==> src/rtl/secuenciador_de_instrucciones.sv <==
// rtl/secuenciador_de_instrucciones.sv - instruction sequencer FSM for an 8-bit accumulator core
//
// Sequences fetch, IR load, decode, execute, store and halt for a tiny 8-opcode
// machine. A per-request wait counter turns a bus that never acknowledges into
// a sticky ERROR state.
//
// Ports:
//   i_Timming                    system clock, rising edge
//   i_Rst                        asynchronous active-low reset
//   i_Instruccion[2:0]           opcode from the instruction register
//   i_Direccionamiento_inmediato immediate / jump / store address from the IR
//   i_Zero                       ALU zero flag (used by JZ)
//   i_Mem_Ack                    memory acknowledge for the current request
//   i_Pausa                      holds off new fetch requests while high
//   i_Continuar                  restarts execution from HALT
//   o_PC[7:0]                    program counter
//   o_Direccion[7:0]             memory address (PC in FETCH, immediate in MEM_WR, else 0)
//   o_Mem_Req / o_Escribe_Mem    memory request and its write qualifier
//   o_Carga_IR                   instruction register load enable
//   o_ALU_Op[1:0]                00 add, 01 sub
//   o_Sel_Inmediato              register write source is the immediate
//   o_Escribe_Reg                register write enable
//   o_Halt / o_Error             halted / sticky bus timeout
//   o_Estado[2:0]                current state encoding

module secuenciador_de_instrucciones (
    input  logic       i_Timming,
    input  logic       i_Rst,
    input  logic [2:0] i_Instruccion,
    input  logic [7:0] i_Direccionamiento_inmediato,
    input  logic       i_Zero,
    input  logic       i_Mem_Ack,
    input  logic       i_Pausa,
    input  logic       i_Continuar,
    output logic [7:0] o_PC,
    output logic [7:0] o_Direccion,
    output logic       o_Mem_Req,
    output logic       o_Escribe_Mem,
    output logic       o_Carga_IR,
    output logic [1:0] o_ALU_Op,
    output logic       o_Sel_Inmediato,
    output logic       o_Escribe_Reg,
    output logic       o_Halt,
    output logic       o_Error,
    output logic [2:0] o_Estado
);

    typedef enum logic [2:0] {
        S_FETCH   = 3'b000,
        S_CARGA   = 3'b001,
        S_DECODE  = 3'b010,
        S_EXECUTE = 3'b011,
        S_MEM_WR  = 3'b100,
        S_HALT    = 3'b101,
        S_ERROR   = 3'b110
    } estado_t;

    localparam logic [2:0] OP_NOP   = 3'b000;
    localparam logic [2:0] OP_LDI   = 3'b001;
    localparam logic [2:0] OP_ADD   = 3'b010;
    localparam logic [2:0] OP_SUB   = 3'b011;
    localparam logic [2:0] OP_JMP   = 3'b100;
    localparam logic [2:0] OP_JZ    = 3'b101;
    localparam logic [2:0] OP_STORE = 3'b110;
    localparam logic [2:0] OP_HALT  = 3'b111;

    estado_t    estado;
    logic [7:0] pc;
    logic [3:0] wait_cnt;

    always_ff @(posedge i_Timming or negedge i_Rst) begin
        if (!i_Rst) begin
            estado   <= S_FETCH;
            pc       <= 8'h00;
            wait_cnt <= 4'h0;
        end else begin
            case (estado)
                S_FETCH: begin
                    // A paused fetch issues no request, so the timeout does not run.
                    if (!i_Pausa) begin
                        if (i_Mem_Ack) begin
                            estado   <= S_CARGA;
                            wait_cnt <= 4'h0;
                        end else if (wait_cnt == 4'hF) begin
                            estado <= S_ERROR;
                        end else begin
                            wait_cnt <= wait_cnt + 4'h1;
                        end
                    end
                end
                S_CARGA: begin
                    pc     <= pc + 8'h01;
                    estado <= S_DECODE;
                end
                S_DECODE: begin
                    estado <= S_EXECUTE;
                end
                S_EXECUTE: begin
                    // Counter is cleared here so both FETCH and MEM_WR start from zero.
                    wait_cnt <= 4'h0;
                    estado   <= S_FETCH;
                    case (i_Instruccion)
                        OP_JMP:   pc <= i_Direccionamiento_inmediato;
                        OP_JZ:    if (i_Zero) pc <= i_Direccionamiento_inmediato;
                        OP_STORE: estado <= S_MEM_WR;
                        OP_HALT:  estado <= S_HALT;
                        default:  ;
                    endcase
                end
                S_MEM_WR: begin
                    // Ack in the same cycle the counter saturates still completes the store.
                    if (i_Mem_Ack) begin
                        estado   <= S_FETCH;
                        wait_cnt <= 4'h0;
                    end else if (wait_cnt == 4'hF) begin
                        estado <= S_ERROR;
                    end else begin
                        wait_cnt <= wait_cnt + 4'h1;
                    end
                end
                S_HALT: begin
                    wait_cnt <= 4'h0;
                    if (i_Continuar) estado <= S_FETCH;
                end
                S_ERROR: begin
                    estado <= S_ERROR;
                end
                default: begin
                    estado <= S_ERROR;
                end
            endcase
        end
    end

    // Outputs decode from state; only EXECUTE looks at the opcode. Everything is
    // also gated by reset so strobes drop the instant i_Rst goes low.
    always_comb begin
        o_Direccion     = 8'h00;
        o_Mem_Req       = 1'b0;
        o_Escribe_Mem   = 1'b0;
        o_Carga_IR      = 1'b0;
        o_ALU_Op        = 2'b00;
        o_Sel_Inmediato = 1'b0;
        o_Escribe_Reg   = 1'b0;
        o_Halt          = 1'b0;
        o_Error         = 1'b0;
        if (i_Rst) begin
            case (estado)
                S_FETCH: begin
                    o_Direccion = pc;
                    o_Mem_Req   = ~i_Pausa;
                end
                S_CARGA: begin
                    o_Carga_IR = 1'b1;
                end
                S_EXECUTE: begin
                    case (i_Instruccion)
                        OP_LDI: begin
                            o_Escribe_Reg   = 1'b1;
                            o_Sel_Inmediato = 1'b1;
                        end
                        OP_ADD: begin
                            o_ALU_Op      = 2'b00;
                            o_Escribe_Reg = 1'b1;
                        end
                        OP_SUB: begin
                            o_ALU_Op      = 2'b01;
                            o_Escribe_Reg = 1'b1;
                        end
                        OP_NOP:  ;
                        default: ;
                    endcase
                end
                S_MEM_WR: begin
                    o_Direccion   = i_Direccionamiento_inmediato;
                    o_Mem_Req     = 1'b1;
                    o_Escribe_Mem = 1'b1;
                end
                S_HALT:  o_Halt  = 1'b1;
                S_ERROR: o_Error = 1'b1;
                default: ;
            endcase
        end
    end

    assign o_PC     = pc;
    assign o_Estado = estado;

endmodule

==> config.mk <==
export PLATFORM = sky130hd
export DESIGN_NAME = secuenciador_de_instrucciones
export DESIGN_NICKNAME = d
export VERILOG_FILES = /design/src/rtl/secuenciador_de_instrucciones.sv
export SDC_FILE = /design/constraint.sdc
export NUM_CORES = 1
export LEC_CHECK = 0
export BUFFER_PORTS_ARGS = -buffer_cell sky130_fd_sc_hd__buf_4
export CAP_MARGIN = 20
export CORE_MARGIN = 5
export CORE_UTILIZATION = 45
export DETAILED_ROUTE_END_ITERATION = 10
export PLACE_DENSITY = 0.74
export SYNTH_ARGS = -nofsm -noshare
export SYNTH_HDL_FRONTEND = slang
export SYNTH_SLANG_ARGS = --single-unit
==> constraint.sdc <==
create_clock -name i_Timming -period 1.5 [get_ports i_Timming]
set_input_delay 0.225 -clock i_Timming [delete_from_list [all_inputs] [get_ports i_Timming]]
set_output_delay 0.225 -clock i_Timming [all_outputs]
set_load 0.1 [all_outputs]
Word-level counts from Yosys, hierarchy flattened --
Index checks and enable logic that the tools add are counted.
Word-level totals: register bits after elaboration 15, logic and storage cells 67
Cells by class: bitwise operators 1, $add $sub $neg 2, reduce and logical (&&, ||, !) cells 8, eq/ne operators 18, muxes and demuxes 35
Operators by type and width (count):
- 8-bit case mux with 2 select lines | 3
- 3-bit equality test (second input constant) | 7
- 1-bit two-way mux | 18
- 3-bit case mux with 6 select lines | 1
- 8-bit two-way mux | 2
- 3-bit two-way mux | 5
- 3-bit by 2-bit equality test with 1-bit output (second input constant) | 4
- 4-bit two-way mux | 3
- 4-bit case mux with 3 select lines | 1
- 8-bit by 1-bit adder with 8-bit output (second input constant) | 1
- 3-bit by 1-bit equality test with 1-bit output (second input constant) | 2
- 3-bit case mux with 2 select lines | 1
- 4-bit by 1-bit adder with 4-bit output (second input constant) | 1
- 4-bit equality test (second input constant) | 1
- 2-bit inequality test (second input constant) | 2
- 2-bit AND reduction | 2
- 3-bit logical NOT | 1
- 3-bit by 1-bit inequality test with 1-bit output (second input constant) | 1
- 3-bit inequality test (second input constant) | 1
- 3-bit AND reduction | 1
- 3-bit nonzero test | 1
- 3-bit OR reduction | 1
- 1-bit case mux with 2 select lines | 1
- 2-bit nonzero test | 1
- 2 further kinds | 2

Longest topological paths before layout --
Gate-level depths: netlist of the first run.
word-level depth 5, mapped depth 6

Least setup slack after synthesis of the first run --
Ideal clock, no wire load.
path kind reg-to-output, start register estado[2], in the netlist o_Estado[2], end output o_Carga_IR, arrival time 3.612 ns, path slack -2.337 ns, data required time 1.275 ns, stages on the path, launching flop included 6, path buffers 2, path through dfrtp_1 buf_6 inv_2 nand2_2 buf_2 nor3b_1
On the way: cells in the longest elaborated chain, start to end 3
RTL lines:
- start, declared | line 67 | estado_t estado;
- start signal, assigned | line 73 | estado <= S_FETCH;
- start signal, assigned | line 82 | estado <= S_CARGA;
- start signal, assigned | line 85 | estado <= S_ERROR;
- 3-bit by 1-bit equality test with 1-bit output | line 148 | case (estado)
- 1-bit two-way mux | line 148
- 1-bit two-way mux | line 147 | if (i_Rst) begin
- end, declared | line 39 | output logic o_Carga_IR,
No other way between the ends.

Worst setup path in the final report of the first run --
start register estado[1], in the netlist o_Estado[1], end output o_Direccion[6]
On the way: cells in the longest elaborated chain, start to end 3, elaborated cells between the ends (all ways) 4
RTL lines:
- 3-bit equality test or 3-bit logical NOT (tied branches) | line 148
- 8-bit case mux with 2 select lines (*) | line 148
- 8-bit two-way mux (*) | line 147
- end, declared | line 36 | output logic [7:0] o_Direccion,
Mark *: on every way between the ends. The rest lies on a longest branch, timed or not.

==> flow_summary.ini, run 1 <==
[clock_tree]
worst_skew_pair.late_latency_ns = 0.30
cts.reportedPaths.clkPinSlew_ns = 0.12
h-tree-depth = 1
cts_tree = done
cts_sinks = 15
cts_buffer_depth = 2
clockRootBuffer = clkbuf_4
cts_buffers = 3

[floorplanning]
die_w_um = 62.3
die_h_um = 62.3
fp.dieArea_um2 = 3890
core-area_um2 = 2690
ios = 45
row_count = 19
start_util_pct = 45.9

[synth]
ys.flop_type = dfrtp_1
synth_edf_count = 0
synth_seq_area_share_pct = 30.5
ys_warn_count = 0
syn_nets = 167
postSynthCellCount = 148
syn-mean-instance-area_um2 = 8.33
ys_types = 46
async_reset_ff_share_pct = 100
synth_seq_cells = 15
syn_area_um2 = 1230

[drt]
ant_nets = 0
routed-via-count = 1421
firstDrtPassIters = 4
drcViolationCount = 0
wl_mm = 4.55
wire_per_inst_um = 18.8
avgViaCountPerCell = 5.87
drt_iter0_markers = 72

[sta]
setup_slack_ns = -0.237
finalHoldViolCount = 0
period_minus_slack_ns = 1.74
rsz0062_at_grt = yes
clock.fmax_mhz = 576
skew_ns = 0.0118
slew_violations = 0
setup_viol = 19
fin_crit_sh_pct = 116

[layout]
drive_gt1_share_pct = 59.7
area_delta_synth_final_pct = 86.5
final_cell_mix = 38 x buf_4, 19 x buf_12, 14 x nor2_4
layout_commonest_cell = buf_4
fillers = 151
final_nets = 231
final_cells = 242
diodes = 0

[critical_path]
path_buf_inv = 3
critPathMaxStageDelay_ns = 0.54
end_kind = primary output
cpMostUsedCell = buf_12
cp_max_fo = 8
cp_data_required_time_ns = 1.27
crit_family = flip-flops
worstSetupStartpointType = flip-flop
crit_type = reg -> out
cp_cell_sequence = inv_4, nand3_4, buf_12, nor2_4, buf_12
arrival_ns = 1.51
cp_slowest_cell = dfrtp_4

[power_and_ir_drop]
irDropWorstVdd_v = 0.00239
powerDensity_nw_per_um2 = 2410
p_leak_nw = 0.919

[global_routing]
grt_overflow = 0
grt_pass1_vias = 1418
antenna_found_initial = 0
grt_pass1_wl_mm = 7.02
grt_max_degree = 13
track_usage_pct = 22.1

[placed_design]
io_buffers = 43
placed_cells = 232
gp_congestion = 0.869
dp_slack_ns = -0.0343
dpl.hpwl_mm = 2.82

[outcome]
failed_checks = negative setup slack
status = finished, violations left

[hold_path]
hold_path_class = in -> async

[run]
cap_violations = 0
timing repair:
item / 4_1_cts / 5_1_grt
setup buffers: 4 / 2
resized for setup: 63 / 21
gates cloned: 0 / 1
endpoints found under the setup margin: 19 / 29
pin swaps: 6 / 8
endpoints found under the hold margin: 3 / 0
hold buffers: 1 / 0
final timing paths:
check | to | from | slack (ns) | cells past startpoint
worst min register to register | wait_cnt[0] | wait_cnt[0] | 0.54 | 1
worst max-delay path | o_Direccion[6] | o_Estado[1] | -0.24 | 5
min in group i_Timming | o_PC[7] | i_Direccionamiento_inmediato[7] | 0.22 | 3
worst max register to register | wait_cnt[2] | o_Estado[2] | -0.05 | 5
worst min-delay path | wait_cnt[3] | i_Rst | 0.03 | 3
max in group asynchronous | o_Estado[0] | i_Rst | 0.90 | 3
layer usage:
metal | wire, um | global-route usage, % | vias up
met5 | 0 | 0 | -
met4 | 119 | 8.22 | 0
met3 | 257 | 4.32 | 12
met2 | 2440 | 37.4 | 56
met1 | 1730 | 27.6 | 690
li1 | - | - | 663
synth_stat cells (3+ instances only):
| cell | count | share of area (%) |
|---|---|---|
| nor2_1 | 17 | 5.2 |
| dfrtp_1 | 15 | 30 |
| mux2i_1 | 10 | 8.1 |
| nand3_1 | 10 | 4.1 |
| nand2_1 | 9 | 2.7 |
| inv_1 | 7 | 2.1 |
| o21ai_0 | 7 | 2.8 |
| a2bb2oi_1 | 5 | 3.6 |
| buf_2 | 5 | 2.0 |
| nor3_1 | 5 | 2.0 |
| a31oi_1 | 4 | 2.0 |
| nand4_1 | 4 | 2.0 |
| a21oi_1 | 3 | 1.2 |
| buf_6 | 3 | 2.7 |
| nor2b_1 | 3 | 1.5 |
| or3_1 | 3 | 1.5 |
stage by stage:
stage	utilization [%]	power [mW]	hold slack, ns	instance area (um2)	TNS, ns
2_1_floorplan	-	3.74	-0.0706	1440	-8.52
3_3_place_gp	70.2	4.51	0.199	1890	0
3_5_place_dp	70.2	4.57	0.194	1890	-0.158
4_1_cts	81.8	5.23	0.0216	2200	-3.20
5_1_grt	85.6	5.79	0.0425	2300	-4.47
6_report	85.6	5.55	0.0252	2300	-3.35
final cells by class:
type	count	area (um2)	area share, %
multi-input cells	115	996	43.3
repair buffers	69	793	34.5
flip-flops and latches	15	400	17.4
inverters	8	40.0	1.74
well taps	31	38.8	1.69
clock buffers	3	22.5	0.980
clock inverters	1	7.51	0.327
where the power goes:
part	leakage, nW	switching, mW	internal [mW]
Combinational	0.732	2.81	1.53
Clock	0.0139	0.164	0.102
Sequential	0.174	0.302	0.635
Total	0.919	3.28	2.27
worst register-to-register path, cell delays in order, from the launching register on:
cell and delay (ns):
dfrtp_4 0.52, buf_4 0.20, o21bai_1 0.17, a32o_2 0.30, a21boi_2 0.17, o22ai_1 0.15
flip-flops by register name (all words and copies together), names as in the netlist:
register / flops
wait_cnt: 4
o_PC: 8
o_Estado: 3
logic make-up after synthesis:
logic type / synth area share, %
buffers and inverters: 8.22
AND/OR/NAND/NOR: 28.7
adder cells (fa/ha/maj): 2.03
flip-flops: 30.5
AO/OA/AOI/OAI: 19.9
other: 0.304
XOR/XNOR: 1.32
multiplexers: 9.04
Power figures use the tool's default switching activity.
==> inputs of run 2 (changes only) <==
- SKIP_LAST_GASP: not set -> 1
==> flow_summary.ini, run 2 (same netlist as run 1, synthesis figures left out) <==
[floorplanning]
fp.dieArea_um2 = 3890
die_w_um = 62.3
ios = 45
die_h_um = 62.3
start_util_pct = 45.9
core-area_um2 = 2690
row_count = 19

[sta]
skew_ns = 0.0141
fin_tns_setup_ns = -3.38
rsz0062_at_grt = yes
setup_slack_ns = -0.237
period_minus_slack_ns = 1.74
setup_viol = 19
slew_violations = 0
clock.fmax_mhz = 576
finalHoldViolCount = 0
fin_crit_sh_pct = 116

[power_and_ir_drop]
powerDensity_nw_per_um2 = 2420
irDropWorstVdd_v = 0.00239
p_leak_nw = 0.917
total_power_mw = 5.54

[placed_design]
gp_congestion = 0.869
io_buffers = 43
dpl.hpwl_mm = 2.82
dp_slack_ns = -0.0343
placed_cells = 232

[critical_path]
crit_type = reg -> out
cp_slowest_cell = dfrtp_4
cp_cell_sequence = inv_4, nand3_4, buf_12, nor2_4, buf_12
crit_family = flip-flops
cp_max_fo = 8
critPathMaxStageDelay_ns = 0.54
worstSetupStartpointType = flip-flop
end_kind = primary output
arrival_ns = 1.51
cpMostUsedCell = buf_12
path_buf_inv = 3
cp_data_required_time_ns = 1.27

[global_routing]
grt_overflow = 0
track_usage_pct = 22.1
grt_pass1_vias = 1418
antenna_found_initial = 0
grt_max_degree = 13
grt_pass1_wl_mm = 7.02

[clock_tree]
cts_sinks = 15
worst_skew_pair.late_latency_ns = 0.31
cts.reportedPaths.clkPinSlew_ns = 0.12
h-tree-depth = 1
clockRootBuffer = clkbuf_4
cts_tree = done
cts_buffers = 3
cts_buffer_depth = 2

[layout]
final_util_pct = 85.3
final_cell_mix = 39 x buf_4, 19 x buf_12, 14 x nor2_4
final_cells = 242
largest_reg_flops = 8
final_nets = 231
diodes = 0
area_delta_synth_final_pct = 86.0
fillers = 154
layout_commonest_cell = buf_4
drive_gt1_share_pct = 59.7

[drt]
ant_nets = 0
wire_per_inst_um = 18.8
wl_mm = 4.55
routed-via-count = 1421
firstDrtPassIters = 6
drcViolationCount = 0
drt_iter0_markers = 70
avgViaCountPerCell = 5.87

[outcome]
status = finished, violations left
failed_checks = negative setup slack

[hold_path]
hold_path_class = in -> async

[run]
cap_violations = 0
[run 2: cell counts in the layout (fill, tap and decap cells not counted)]
No cell type changed its count.
[run 2: tightest hold or removal path: cells and delay by family]
kind                   cells  cell delay (ns)
buffers and inverters      3             0.48
[run 2: final timing paths]
path	start	endpoint	slack [ns]	depth (start not counted)
max	o_Estado[1]	o_Direccion[4]	-0.24	5
min	i_Rst	wait_cnt[3]	0.02	3
max reg2reg	o_Estado[2]	o_PC[0]	-0.05	5
min reg2reg	wait_cnt[0]	wait_cnt[0]	0.53	1
max in group asynchronous	i_Rst	o_Estado[2]	0.89	3
min in group i_Timming	i_Direccionamiento_inmediato[7]	o_PC[7]	0.22	3
[run 2: metal layers]
layer  share of wire (%)  up-vias  GRT usage [%]
met5                   0        -              0
met4                 2.2        0           8.22
met3                 5.8       10           4.32
met2                  53       58           37.4
met1                  39      689           27.6
li1                    -      664              -
[run 2: stage by stage]
step	hold slack [ns]	instance area, um2
detailed placement	0.194	1890
global route	0.0425	2290
global placement	0.199	1890
floorplan	-0.0706	1440
finish	0.0222	2290
CTS	0.0216	2190
[run 2: layout make-up]
class	instances	area, um2	share of cell area (%)
Multi-Input combinational cell	115	996	43.4
Timing Repair Buffer	69	790	34.4
Sequential cell	15	400	17.5
Tap cell	31	38.8	1.69
Inverter	8	37.5	1.64
Clock buffer	3	22.5	0.983
Clock inverter	1	7.51	0.328
[run 2: power breakdown]
part	total, mW	switching, mW	internal [mW]	leakage (nW)
logic	4.34	2.81	1.52	0.729
registers	0.935	0.300	0.635	0.174
clock network	0.268	0.166	0.102	0.0139
[run 2: timing repair]
| action | CTS | global route |
|---|---|---|
| pin swaps | 5 | 8 |
| hold buffers | 1 | 0 |
| gates cloned | 0 | 1 |
| resized for setup | 61 | 20 |
| endpoints found under the hold margin | 3 | 0 |
| buffers inserted | 4 | 2 |
| endpoints found under the setup margin | 19 | 29 |
==> inputs of run 3 (changes only) <==
- BUFFER_PORTS_ARGS: -buffer_cell sky130_fd_sc_hd__buf_4 -> not set
- DONT_BUFFER_PORTS: not set -> 1
- PLACE_DENSITY: 0.74 -> not set
==> flow_summary.ini, run 3 (same netlist as run 1, synthesis figures left out) <==
[outcome]
status = finished, violations left
failed_checks = negative setup slack

[critical_path]
r2r_cells = 5
end_kind = primary output
worstSetupStartpointType = flip-flop
crit_type = reg -> out
r2r_setup_slack_ns = -0.07
r2r-start = o_Estado[2]
cp_data_required_time_ns = 1.27
cp_max_fo = 5
r2r-end = wait_cnt[2]
arrival_ns = 1.52

[sta]
fin_tns_setup_ns = -3.58
slew_violations = 0
slew_headroom_pct = 50.5
fin_crit_sh_pct = 116
worst_hold_slack_ns = 0.108
setup_slack_ns = -0.242
skew_ns = 0.00510
clock.fmax_mhz = 574
setup_viol = 23
period_minus_slack_ns = 1.74
tightest_slew_ns = 0.741
rsz0062_at_grt = yes
finalHoldViolCount = 0

[placed_design]
io_buffers = 0
dp_slack_ns = -0.00647
dpl.hpwl_mm = 2.89
gp_congestion = 0.831
placed_area_um2 = 1900

[global_routing]
antenna_found_initial = 0
grt_overflow = 0
grt_pass1_wl_mm = 6.60
track_usage_pct = 20.8
grt_pass1_vias = 1393
grt_max_degree = 16

[layout]
drive_gt1_share_pct = 60.9
diodes = 0
seq_area_um2 = 400
final_cell_mix = 25 x buf_4, 17 x buf_12, 14 x nor2_4
final_nets = 217
multi_input_comb_area_um2 = 1050
area_delta_synth_final_pct = 81.5
final_area_um2 = 2240
largest_reg_flops = 8
fillers = 151
layout_commonest_cell = buf_4

[drt]
top_layer_used = met4
wire_per_inst_um = 20.0
firstDrtPassIters = 4
drt_iter0_markers = 47
routedLengthMet1_mm = 1.76
wl_mm = 4.55
drcViolationCount = 0
ant_nets = 0
avgViaCountPerCell = 6.14
wl_met2_mm = 2.40
routed-via-count = 1401
met3_length_um = 281

[clock_tree]
worst_skew_pair.late_latency_ns = 0.31
clockRootBuffer = clkbuf_4
cts.reportedPaths.clkPinSlew_ns = 0.11
cts_buffers = 3
cts_buffer_depth = 2
cts_tree = done
cts_sinks = 15
h-tree-depth = 1

[run]
cap_violations = 0

[hold_path]
min_to = o_Estado[0]
hold_path_class = in -> reg
holdPathStages = 2
worstHoldStart = i_Instruccion[2]

[floorplanning]
core-area_um2 = 2690
fp.dieArea_um2 = 3890
die_h_um = 62.3
row_count = 19
ios = 45
start_util_pct = 45.9
die_w_um = 62.3
==> run 3: routing by layer <==
metal,GRT usage (%),up-vias
met2,36.1,65
met3,5.05,10
li1,-,637
met5,0,-
met4,9.28,0
met1,24.0,689
==> run 3: critical path, cell delays in order (launching register included) <==
cell and delay [ns]:
dfrtp_4 0.52, and3b_2 0.28, nand3_4 0.10, nor2_4 0.12
buf_12 0.18
==> run 3: how the worst max path moves through the flow <==
stage / cells after the start / slack, ns / from / to
6_report: 4 / -0.24 / o_Estado[2] / o_Sel_Inmediato
5_1_grt: 5 / -0.28 / o_Estado[2] / o_Carga_IR
4_1_cts: 5 / -0.22 / o_Estado[2] / o_Carga_IR
3_5_place_dp: 5 / -0.006 / o_Estado[2] / o_PC[5]
3_3_place_gp: 5 / 0.03 / o_Estado[0] / wait_cnt[2]
2_1_floorplan: 5 / -0.63 / o_Estado[2] / o_Carga_IR
==> run 3: timing repair <==
item | 4_1_cts | 5_1_grt
setup endpoints to repair | 18 | 28
hold buffers | 1 | 0
pin swaps | 5 | 9
buffers inserted | 9 | 6
hold endpoints to repair | 15 | 0
resized for setup | 21 | 24
==> run 3: layout make-up <==
class	instances	share of cell area (%)
clock buffer	3	1.01
clock inverter	1	0.336
inverter	8	1.90
multi-input combinational	115	46.9
sequential	15	17.9
tap	31	1.73
timing repair buffer	55	30.3
==> run 3: stage by stage <==
stage,cells,util (%)
after floorplan,148,-
after global placement,209,70.8
after detailed placement,209,70.8
after CTS,223,77.4
after global routing,228,83.3
final,228,83.3
Power of run 3 is not shown: default switching activity piles up to over one toggle a cycle in this logic, so the estimate is an artifact.
